**src/rtl/axi_b_resp_tracker_if.sv**
```systemverilog
// ---------------------------------------------------------------------------
// axi_b_resp_tracker_if
//  Bundles the signals between the write-response tracker and the rest of the
//  system: the AW issue notification, the AXI B channel, the client
//  completion stage, the outstanding count and the sticky error flags.
//
//  Modports
//   slave  : the tracker itself. It receives aw_issue/aw_id, the B beat,
//            done_ready and err_clear. It drives aw_full, bready, the
//            completion stage, the outstanding count and the error flags.
//   master : the surrounding system (bridge, memory slave, client), which sees
//            the same signals with the opposite directions.
// ---------------------------------------------------------------------------
interface axi_b_resp_tracker_if #(
    parameter int C_ID_WIDTH = 4,
    parameter int C_AWIDTH   = 3
);
    // AW issue side
    logic                  aw_issue;
    logic [C_ID_WIDTH-1:0] aw_id;
    logic                  aw_full;
    // AXI B channel
    logic [C_ID_WIDTH-1:0] bid;
    logic [1:0]            bresp;
    logic                  bvalid;
    logic                  bready;
    // Client completion stage
    logic                  done_valid;
    logic [C_ID_WIDTH-1:0] done_id;
    logic [1:0]            done_resp;
    logic                  done_ready;
    // Status and sticky errors
    logic [C_AWIDTH:0]     outstanding;
    logic                  err_id;
    logic                  err_resp;
    logic                  err_orphan;
    logic                  err_overflow;
    logic                  err_timeout;
    logic                  err_clear;

    modport slave (
        input  aw_issue, aw_id, bid, bresp, bvalid, done_ready, err_clear,
        output aw_full, bready, done_valid, done_id, done_resp, outstanding,
               err_id, err_resp, err_orphan, err_overflow, err_timeout
    );

    modport master (
        output aw_issue, aw_id, bid, bresp, bvalid, done_ready, err_clear,
        input  aw_full, bready, done_valid, done_id, done_resp, outstanding,
               err_id, err_resp, err_orphan, err_overflow, err_timeout
    );
endinterface

```
**src/rtl/axi_b_resp_tracker.sv**
```systemverilog
// ---------------------------------------------------------------------------
// axi_b_resp_tracker
//  Initiator-side AXI write-response collector. Every issued AWID goes into an
//  in-order expected-ID FIFO. Each accepted B beat pops the FIFO head, and
//  the beat is checked against that head and against an OKAY response. The
//  beat then goes to the client through a registered valid/ready stage.
//  Errors are flagged by sticky bits that only err_clear removes.
//
//  Parameters
//   C_ID_WIDTH : width of AWID/BID
//   C_AWIDTH   : expected-ID FIFO address width
//   C_DEPTH    : expected-ID FIFO depth, must equal 2**C_AWIDTH
//   C_TIMEOUT  : cycles with writes outstanding and no response before
//                err_timeout is set; 0 disables the timeout
//
//  Ports
//   clk   : rising-edge clock
//   reset : asynchronous active-high reset
//   bus   : axi_b_resp_tracker_if.slave carrying
//           aw_issue/aw_id/aw_full, bid/bresp/bvalid/bready,
//           done_valid/done_id/done_resp/done_ready, outstanding,
//           err_id/err_resp/err_orphan/err_overflow/err_timeout, err_clear
// ---------------------------------------------------------------------------
module axi_b_resp_tracker #(
    parameter int C_ID_WIDTH = 4,
    parameter int C_AWIDTH   = 3,
    parameter int C_DEPTH    = 8,
    parameter int C_TIMEOUT  = 1024
) (
    input  logic                   clk,
    input  logic                   reset,
    axi_b_resp_tracker_if.slave    bus
);

    localparam int              CW      = C_AWIDTH + 1;
    localparam logic [CW-1:0]   DEPTH_C = CW'(C_DEPTH);
    localparam logic [CW-1:0]   CNT_ONE = CW'(1);

    // Expected-ID FIFO storage and bookkeeping
    logic [C_ID_WIDTH-1:0] fifo_mem_r [C_DEPTH];
    logic [C_AWIDTH-1:0]   wr_ptr_r;
    logic [C_AWIDTH-1:0]   rd_ptr_r;
    logic [CW-1:0]         count_r;
    logic [CW-1:0]         count_next_s;
    logic                  full_r;

    // Handshake decode
    logic                  bready_s;
    logic                  b_hs_s;
    logic                  push_s;
    logic                  overflow_s;
    logic                  empty_s;
    logic [C_ID_WIDTH-1:0] head_id_s;

    // Completion stage
    logic                  done_valid_r;
    logic [C_ID_WIDTH-1:0] done_id_r;
    logic [1:0]            done_resp_r;

    // Error set events and sticky flags
    logic                  err_id_set_s;
    logic                  err_resp_set_s;
    logic                  err_orphan_set_s;
    logic                  timeout_set_s;
    logic                  err_id_r;
    logic                  err_resp_r;
    logic                  err_orphan_r;
    logic                  err_overflow_r;
    logic                  err_timeout_r;

    // Handshake, push/pop and error-event decode
    always_comb begin
        empty_s   = (count_r == {CW{1'b0}});
        head_id_s = fifo_mem_r[rd_ptr_r];
        // A B beat is only taken while a write is outstanding and the
        // completion register is free or being drained this very cycle.
        bready_s  = ~empty_s & (~done_valid_r | bus.done_ready);
        b_hs_s    = bus.bvalid & bready_s;
        // A pop in the same cycle frees a slot, so a push into a full FIFO
        // is still legal then.
        push_s     = bus.aw_issue & (~full_r | b_hs_s);
        overflow_s = bus.aw_issue & full_r & ~b_hs_s;

        case ({push_s, b_hs_s})
            2'b10:   count_next_s = count_r + CNT_ONE;
            2'b01:   count_next_s = count_r - CNT_ONE;
            default: count_next_s = count_r;
        endcase

        err_id_set_s     = b_hs_s & (bus.bid != head_id_s);
        err_resp_set_s   = b_hs_s & (bus.bresp != 2'b00);
        err_orphan_set_s = bus.bvalid & empty_s;
    end

    // Expected-ID FIFO: pointers wrap naturally at C_DEPTH = 2**C_AWIDTH
    always_ff @(posedge clk or posedge reset) begin
        if (reset) begin
            wr_ptr_r <= {C_AWIDTH{1'b0}};
            rd_ptr_r <= {C_AWIDTH{1'b0}};
            count_r  <= {CW{1'b0}};
            full_r   <= 1'b0;
            for (int i = 0; i < C_DEPTH; i++) begin
                fifo_mem_r[i] <= {C_ID_WIDTH{1'b0}};
            end
        end else begin
            if (push_s) begin
                fifo_mem_r[wr_ptr_r] <= bus.aw_id;
                wr_ptr_r             <= wr_ptr_r + {{(C_AWIDTH-1){1'b0}}, 1'b1};
            end
            if (b_hs_s) begin
                rd_ptr_r <= rd_ptr_r + {{(C_AWIDTH-1){1'b0}}, 1'b1};
            end
            count_r <= count_next_s;
            full_r  <= (count_next_s == DEPTH_C);
        end
    end

    // Registered completion stage: loads on a B handshake, holds until taken
    always_ff @(posedge clk or posedge reset) begin
        if (reset) begin
            done_valid_r <= 1'b0;
            done_id_r    <= {C_ID_WIDTH{1'b0}};
            done_resp_r  <= 2'b00;
        end else if (b_hs_s) begin
            done_valid_r <= 1'b1;
            done_id_r    <= bus.bid;
            done_resp_r  <= bus.bresp;
        end else if (bus.done_ready) begin
            done_valid_r <= 1'b0;
        end
    end

    // Response timeout watchdog
    generate
        if (C_TIMEOUT != 0) begin : g_timeout
            localparam int             TW     = (C_TIMEOUT > 1) ? $clog2(C_TIMEOUT) : 1;
            localparam logic [TW-1:0]  TO_MAX = TW'(C_TIMEOUT - 1);
            logic [TW-1:0]             to_cnt_r;

            // Idle-cycle counter; restarts on progress, saturates at the limit
            always_ff @(posedge clk or posedge reset) begin
                if (reset) begin
                    to_cnt_r <= {TW{1'b0}};
                end else if (b_hs_s | empty_s) begin
                    to_cnt_r <= {TW{1'b0}};
                end else if (to_cnt_r != TO_MAX) begin
                    to_cnt_r <= to_cnt_r + {{(TW-1){1'b0}}, 1'b1};
                end
            end

            assign timeout_set_s = ~empty_s & ~b_hs_s & (to_cnt_r == TO_MAX);
        end else begin : g_no_timeout
            assign timeout_set_s = 1'b0;
        end
    endgenerate

    // Sticky error flags; a set event in the clear cycle wins over the clear
    always_ff @(posedge clk or posedge reset) begin
        if (reset) begin
            err_id_r       <= 1'b0;
            err_resp_r     <= 1'b0;
            err_orphan_r   <= 1'b0;
            err_overflow_r <= 1'b0;
            err_timeout_r  <= 1'b0;
        end else begin
            err_id_r       <= err_id_set_s     | (err_id_r       & ~bus.err_clear);
            err_resp_r     <= err_resp_set_s   | (err_resp_r     & ~bus.err_clear);
            err_orphan_r   <= err_orphan_set_s | (err_orphan_r   & ~bus.err_clear);
            err_overflow_r <= overflow_s       | (err_overflow_r & ~bus.err_clear);
            err_timeout_r  <= timeout_set_s    | (err_timeout_r  & ~bus.err_clear);
        end
    end

    assign bus.aw_full      = full_r;
    assign bus.bready       = bready_s;
    assign bus.done_valid   = done_valid_r;
    assign bus.done_id      = done_id_r;
    assign bus.done_resp    = done_resp_r;
    assign bus.outstanding  = count_r;
    assign bus.err_id       = err_id_r;
    assign bus.err_resp     = err_resp_r;
    assign bus.err_orphan   = err_orphan_r;
    assign bus.err_overflow = err_overflow_r;
    assign bus.err_timeout  = err_timeout_r;

endmodule
```
**src/flat_wrapper.sv**
```systemverilog
// flat-port wrapper written by rule: the top's interface ports become plain ports
module axi_b_resp_tracker_flat 
#(
    parameter int C_ID_WIDTH = 4,
    parameter int C_AWIDTH   = 3,
    parameter int C_DEPTH    = 8,
    parameter int C_TIMEOUT  = 1024
)
  (clk, reset, bus_aw_issue, bus_aw_id, bus_bid, bus_bresp, bus_bvalid, bus_done_ready, bus_err_clear, bus_aw_full, bus_bready, bus_done_valid, bus_done_id, bus_done_resp, bus_outstanding, bus_err_id, bus_err_resp, bus_err_orphan, bus_err_overflow, bus_err_timeout);
  axi_b_resp_tracker_if #(.C_ID_WIDTH(C_ID_WIDTH), .C_AWIDTH(C_AWIDTH)) bus_i ();
  input  logic clk;
  input  logic reset;
  input wire logic [$bits(bus_i.aw_issue)-1:0] bus_aw_issue;
  input wire logic [$bits(bus_i.aw_id)-1:0] bus_aw_id;
  input wire logic [$bits(bus_i.bid)-1:0] bus_bid;
  input wire logic [$bits(bus_i.bresp)-1:0] bus_bresp;
  input wire logic [$bits(bus_i.bvalid)-1:0] bus_bvalid;
  input wire logic [$bits(bus_i.done_ready)-1:0] bus_done_ready;
  input wire logic [$bits(bus_i.err_clear)-1:0] bus_err_clear;
  output wire logic [$bits(bus_i.aw_full)-1:0] bus_aw_full;
  output wire logic [$bits(bus_i.bready)-1:0] bus_bready;
  output wire logic [$bits(bus_i.done_valid)-1:0] bus_done_valid;
  output wire logic [$bits(bus_i.done_id)-1:0] bus_done_id;
  output wire logic [$bits(bus_i.done_resp)-1:0] bus_done_resp;
  output wire logic [$bits(bus_i.outstanding)-1:0] bus_outstanding;
  output wire logic [$bits(bus_i.err_id)-1:0] bus_err_id;
  output wire logic [$bits(bus_i.err_resp)-1:0] bus_err_resp;
  output wire logic [$bits(bus_i.err_orphan)-1:0] bus_err_orphan;
  output wire logic [$bits(bus_i.err_overflow)-1:0] bus_err_overflow;
  output wire logic [$bits(bus_i.err_timeout)-1:0] bus_err_timeout;
  assign bus_i.aw_issue = bus_aw_issue;
  assign bus_i.aw_id = bus_aw_id;
  assign bus_i.bid = bus_bid;
  assign bus_i.bresp = bus_bresp;
  assign bus_i.bvalid = bus_bvalid;
  assign bus_i.done_ready = bus_done_ready;
  assign bus_i.err_clear = bus_err_clear;
  assign bus_aw_full = bus_i.aw_full;
  assign bus_bready = bus_i.bready;
  assign bus_done_valid = bus_i.done_valid;
  assign bus_done_id = bus_i.done_id;
  assign bus_done_resp = bus_i.done_resp;
  assign bus_outstanding = bus_i.outstanding;
  assign bus_err_id = bus_i.err_id;
  assign bus_err_resp = bus_i.err_resp;
  assign bus_err_orphan = bus_i.err_orphan;
  assign bus_err_overflow = bus_i.err_overflow;
  assign bus_err_timeout = bus_i.err_timeout;
  axi_b_resp_tracker #(.C_ID_WIDTH(C_ID_WIDTH), .C_AWIDTH(C_AWIDTH), .C_DEPTH(C_DEPTH), .C_TIMEOUT(C_TIMEOUT)) u_core (.clk(clk), .reset(reset), .bus(bus_i));
endmodule
```
**config.mk**
```make
export PLATFORM = sky130hd
export DESIGN_NAME = axi_b_resp_tracker_flat
export DESIGN_NICKNAME = d
export VERILOG_FILES = /design/src/rtl/axi_b_resp_tracker_if.sv /design/src/rtl/axi_b_resp_tracker.sv /design/src/flat_wrapper.sv
export SDC_FILE = /design/constraint.sdc
export NUM_CORES = 1
export LEC_CHECK = 0
export CAP_MARGIN = 20
export CORE_MARGIN = 2
export CORE_UTILIZATION = 40
export DETAILED_ROUTE_END_ITERATION = 6
export PLACE_DENSITY_LB_ADDON = 0.15
export SYNTH_ARGS = -nofsm -noshare
export SYNTH_HDL_FRONTEND = slang
export SYNTH_SLANG_ARGS = --single-unit
```
**constraint.sdc**
```tcl
create_clock -name clk -period 2.86 [get_ports clk]
set_input_delay 0.858 -clock clk [delete_from_list [all_inputs] [get_ports clk]]
set_output_delay 0.858 -clock clk [all_outputs]
set_load 0.05 [all_outputs]
```
Word level (Yosys, flattened, before mapping)
Index checks and enable logic that the tools add are counted.

Register bits: 65. Word-level logic and storage cells: 81.

$add $sub $neg: 5. Order comparisons: 3. Eq/ne operators: 6. Mux-type cells: 11. Bitwise gates (word level): 30. Reduce and logical (&&, ||, !) cells: 5.

Operators with widths (number): $bwmux W32 (1); $mux W10 (2); $and A1 B1 Y1 (15); $bmux W4 S3 (1); $demux W4 S3 (1); $mux W4 (3); $add A10 B1 Y10 const B (1); $eq A10 B10 Y1 const B (1); $ne A10 B10 Y1 const B (1); $ge A4 B4 Y1 const B (2); $not A3 Y4 (2); $or A1 B1 Y1 (8); $pmux W4 S2 (1); $add A3 B1 Y3 const B (2); $reduce_bool A2 Y1 (3); $not A1 Y1 (5); $add A4 B1 Y4 const B (1); $eq A4 B4 Y1 const B (1); $logic_not A4 Y1 (1); $lt A4 B1 Y1 const B (1); $ne A4 B4 Y1 (1); $sub A4 B1 Y4 const B (1); $eq A2 B1 Y1 const B (1); $eq A2 B2 Y1 const B (1); other kinds (2) (3).

Longest topological paths before layout
Gate-level depths: netlist (run 1).

Depth after elaboration: 9. Mapped depth: 13. Depth with buffers taken out: 12.

Worst setup path after synthesis (run 1)
OpenSTA, ideal clock, no wires.

Kind: reg-to-reg. From: reg u_core.count_r[1], in the netlist u_core.bus.outstanding[1]. To: reg u_core.full_r, in the netlist u_core.bus.aw_full. Arrival time: 2.980 ns. Path slack: -0.225 ns. Cell stages (with the launch flop): 14. Buffers on the path: 1. Clock period less this slack: 3.085 ns. Cell sequence: dfrtp_1 -> or4_1 -> buf_4 -> nand3_4 -> a21boi_4 -> inv_2 -> ha_1 -> xor2_1 -> ha_1 -> a21oi_1 -> xor2_1 -> nor2_1 -> xor2_1 -> nor4b_1.

Longest elaborated chain between the ends: 9.

RTL lines: start, declared (line axi_b_resp_tracker.sv:43) `logic [CW-1:0] count_r;`; start signal, assigned (line axi_b_resp_tracker.sv:100) `count_r <= {CW{1'b0}};`; start signal, assigned (line axi_b_resp_tracker.sv:113) `count_r <= count_next_s;`; $logic_not A4 Y1 (line axi_b_resp_tracker.sv:73) `empty_s = (count_r == {CW{1'b0}});`; $not A1 Y1 (line axi_b_resp_tracker.sv:77) `bready_s = ~empty_s & (~done_valid_r | bus.done_ready);`; $and A1 B1 Y1 (line axi_b_resp_tracker.sv:77); $and A1 B1 Y1 (line axi_b_resp_tracker.sv:78) `b_hs_s = bus.bvalid & bready_s;`; $or A1 B1 Y1 (line axi_b_resp_tracker.sv:81) `push_s = bus.aw_issue & (~full_r | b_hs_s);`; $and A1 B1 Y1 (line axi_b_resp_tracker.sv:81); $eq A2 B1 Y1 / $eq A2 B2 Y1 (equally long branches) (line axi_b_resp_tracker.sv:84) `case ({push_s, b_hs_s})`; $pmux W4 S2 * (line axi_b_resp_tracker.sv:84); named net u_core.count_next_s[2] (line axi_b_resp_tracker.sv:44) `logic [CW-1:0] count_next_s;`; $eq A4 B4 Y1 * (line axi_b_resp_tracker.sv:114) `full_r <= (count_next_s == DEPTH_C);`; end signal, assigned (line axi_b_resp_tracker.sv:114); end, declared (line axi_b_resp_tracker.sv:45) `logic full_r;`.

The timed path passes the listed nets; every way through them passes the cells marked *. A chain may end at the register's enable or synchronous reset.

Worst setup path in the final report (run 1)
From: in bus_done_ready. To: out bus_bready.

Longest elaborated chain between the ends: 2.

RTL lines: start, declared (line flat_wrapper.sv:18) `input wire logic [$bits(bus_i.done_ready)-1:0] bus_done_ready;`; $or A1 B1 Y1 (line axi_b_resp_tracker.sv:77); $and A1 B1 Y1 (line axi_b_resp_tracker.sv:77); end, declared (line flat_wrapper.sv:21) `output wire logic [$bits(bus_i.bready)-1:0] bus_bready;`.

No other way between the ends.

==> impl_metrics.tcl, run 1 <==
set metrics [dict create \
    syn-cell-area_um2 3080 \
    p_comb_share_pct 44.6 \
    seq_area_frac_synth_pct 52.80 \
    ff2ff_path_depth 12 \
    ir_drop_v 0.0005278 \
    grt_overflow 0 \
    grt_util_all_layers_pct 16.07 \
    slew_headroom_pct 56.28 \
    wl_um 6040 \
    syn_inst 236 \
    end_kind "primary output" \
    grt_pass1_wl_um 10340 \
    design.die.area_um2 8419 \
    drive_gt1_share_pct 31.21 \
    r2r_end "u_core.bus.aw_full" \
    period_minus_slack_ns 2.716 \
    power_frac_seq_pct 39.2 \
    p_per_area_nw_per_um2 1092 \
    fin_area_um2 3880 \
    synth_flop_cell "dfrtp_1" \
    fin_nets 316 \
    switching_share_pct 37.56 \
    drtIter0Drc 73 \
    antennaDiodeCount 0 \
    cts_buffers 9 \
    outcome "finished, final reports clean" \
    crit_required_ns 2.00 \
    critPathMaxFanout 2 \
    arrival_ns 1.86 \
    vias_per_cell 4.985 \
    hold_viol_final 0 \
    r2r-start "u_core.bus.outstanding[2]" \
    place_area_um2 3687 \
    ys_types 39 \
    p_leak_nw 1.716 \
    setup_viol 0 \
    period_share_pct 94.96 \
    die_h_um 91.76 \
    yosys.area.top_type "dfrtp_1" \
    worstHoldPathCells 2 \
    final_util_pct 52.65 \
    r2r_setup_slack_ns 0.22 \
    clk_latency_ns 0.34 \
    initial_core_util_pct 41.80 \
    internal_power_w 0.002645 \
    synth.most_common_cell "dfrtp_1" \
    hpwl_um 4254 \
    min_path_type "reg -> reg" \
    area_growth_pct 25.95 \
    synth_area_per_cell_um2 13.05 \
    die_w_um 91.76 \
    synth-edff-count 0 \
    syn-num-nets 258 \
    ys_top_cells_by_area "dfrtp_1 53%, mux2_2 12%, mux2i_1 5.8%" \
    fin_worst_skew_ns 0.005005 \
    critPathLaunchType "primary input" \
    antenna_found_initial 0 \
    maxCapViolCount 0 \
    synthTopCellsByCount "65 x dfrtp_1, 33 x mux2_2, 22 x nand2_1, 18 x mux2i_1" \
    worst_pin_slew_ns 0.6558 \
    drc 0 \
    routedWlPerCell_um 15.21 \
    synth_warnings 0 \
    synth_seq_cells 65 \
    std_cell_rows 31 \
    clkTransAtPathRegs_ns 0.07 \
    grt_pass1_vias 2041 \
    rsz0062_at_grt "no" \
    gp_congestion 0.7414 \
    first_pass_iters 4 \
    htreeDepth 3 \
    hp-start "u_core.bus.done_resp[0]" \
    cts_tree "yes" \
    whs_endpoint "u_core.bus.done_resp[0]" \
    core_area_um2 7370 \
    switching_power_w 0.001591 \
    crit_type "in -> out" \
    portBuffers 33 \
    max_freq_mhz 368.2 \
    grt_max_degree 29 \
    power_frac_clock_pct 16.2 \
    root_buffer "clkbuf_8" \
    pin_count 34 \
    routed-via-count 1979 \
    yosys.area.top_type_share_pct 52.80 \
    ant_nets 0 \
    async_flop_share_pct 100.0 \
    nFillCells 671 \
    clockBufferDepth 2 \
    numClockSinks 65 \
    drv_slew 0 \
]
[placed cells by master (no fill, tap or decap), types with 6 or more instances in the layout]
cell type / n
mux2_2: 33
clkbuf_8: 11
xor2_1: 13
mux2i_1: 18
clkdlybuf4s50_1: 32
dfrtp_1: 62
nand2_1: 22
xnor2_1: 6
nor2_1: 13
buf_4: 21
[critical path, stage by stage]
cell and delay [ns]:
clkdlybuf4s50_1 0.40, nand2b_4 0.15, buf_4 0.13, and2_1 0.17, buf_12 0.15
[power by group through the flow]
stage,sequential [W],combinational [W],clock [W]
floorplan,0.00184,0.00113,0
finish,0.00166,0.00189,0.000687
global placement,0.00167,0.00187,0
CTS,0.00166,0.00189,0.000716
global route,0.00172,0.00206,0.000754
detailed placement,0.00168,0.00188,0
[per-layer routing]
| layer | global-route usage, % | wire length, µm | vias to the layer above |
|---|---|---|---|
| met5 | 0 | 0 | - |
| met4 | 5.224 | 104 | 0 |
| met3 | 5.505 | 296 | 11 |
| met2 | 25.31 | 2733 | 43 |
| met1 | 20.88 | 2906 | 965 |
| li1 | - | - | 960 |
[registers in the layout, indices dropped and copies added, names as in the netlist, 2 cells and up]
signal / flops
u_core.wr_ptr_r: 3
u_core.bus.done_id: 4
u_core.rd_ptr_r: 3
u_core.bus.outstanding: 4
u_core.fifo_mem_r: 32
u_core.g_timeout.to_cnt_r: 10
u_core.bus.done_resp: 2
[per-stage QoR]
step           setup slack, ns  TNS, ns  power [W]  instances  hold slack (ns)
2_1_floorplan          0.02872        0   0.002970        236           0.4787
3_3_place_gp           -0.2761  -0.6087   0.003533        381           0.4707
3_5_place_dp           -0.3259  -0.8072   0.003560        381           0.4686
4_1_cts                0.03981        0   0.004270        396           0.4849
5_1_grt                0.01365        0   0.004537        397           0.5154
6_report                0.1441        0   0.004236        397           0.4784
[kinds of logic after synthesis]
logic type | after synthesis | share of synthesized area (%)
and+or+nand+nor | 61 | 11.21
xor gates and xnor gates | 19 | 5.402
buffers and inverters | 13 | 1.828
muxes | 59 | 22.79
DFF | 65 | 52.80
adders and majority gates | 6 | 2.437
AOI/OAI and AO/OA | 13 | 3.534
[layout make-up]
class | instances | area [µm²] | area share [%]
sequential | 65 | 1630 | 42.02
clock buffer | 12 | 155.1 | 3.999
multi-input combinational | 158 | 1430 | 36.86
tap | 99 | 123.9 | 3.193
inverter | 6 | 25.02 | 0.6450
clock inverter | 3 | 17.52 | 0.4515
timing repair buffer | 54 | 498.0 | 12.83
[repair_timing]
action                                  4_1_cts  5_1_grt
gates resized for setup                       0        3
endpoints found under the setup margin        0        1
setup buffers                                 0        1
hold buffers                                  0        0
[worst max path at each step]
stage,endpoint,slack (ns),depth (start not counted),start
after floorplan,u_core.bus.aw_full,0.03,12,u_core.bus.outstanding[2]
after global placement,u_core.bus.aw_full,-0.28,13,bus_done_ready
after detailed placement,u_core.bus.aw_full,-0.33,13,bus_done_ready
after CTS,u_core.bus.aw_full,0.04,13,bus_done_ready
after global routing,u_core.bus.aw_full,0.01,12,bus_done_ready
final,bus_bready,0.14,5,bus_done_ready
No activity file was read; power rests on OpenSTA's default activity.
==> run 2: changes to the inputs <==
--- a/config.mk
+++ b/config.mk
@@ -13,3 +13,4 @@
 export SYNTH_ARGS = -nofsm -noshare
 export SYNTH_HDL_FRONTEND = slang
 export SYNTH_SLANG_ARGS = --single-unit
+export TNS_END_PERCENT = 50
==> results of run 2 <==
Same layout as run 1: the final DEF is identical, and so are final timing and power.
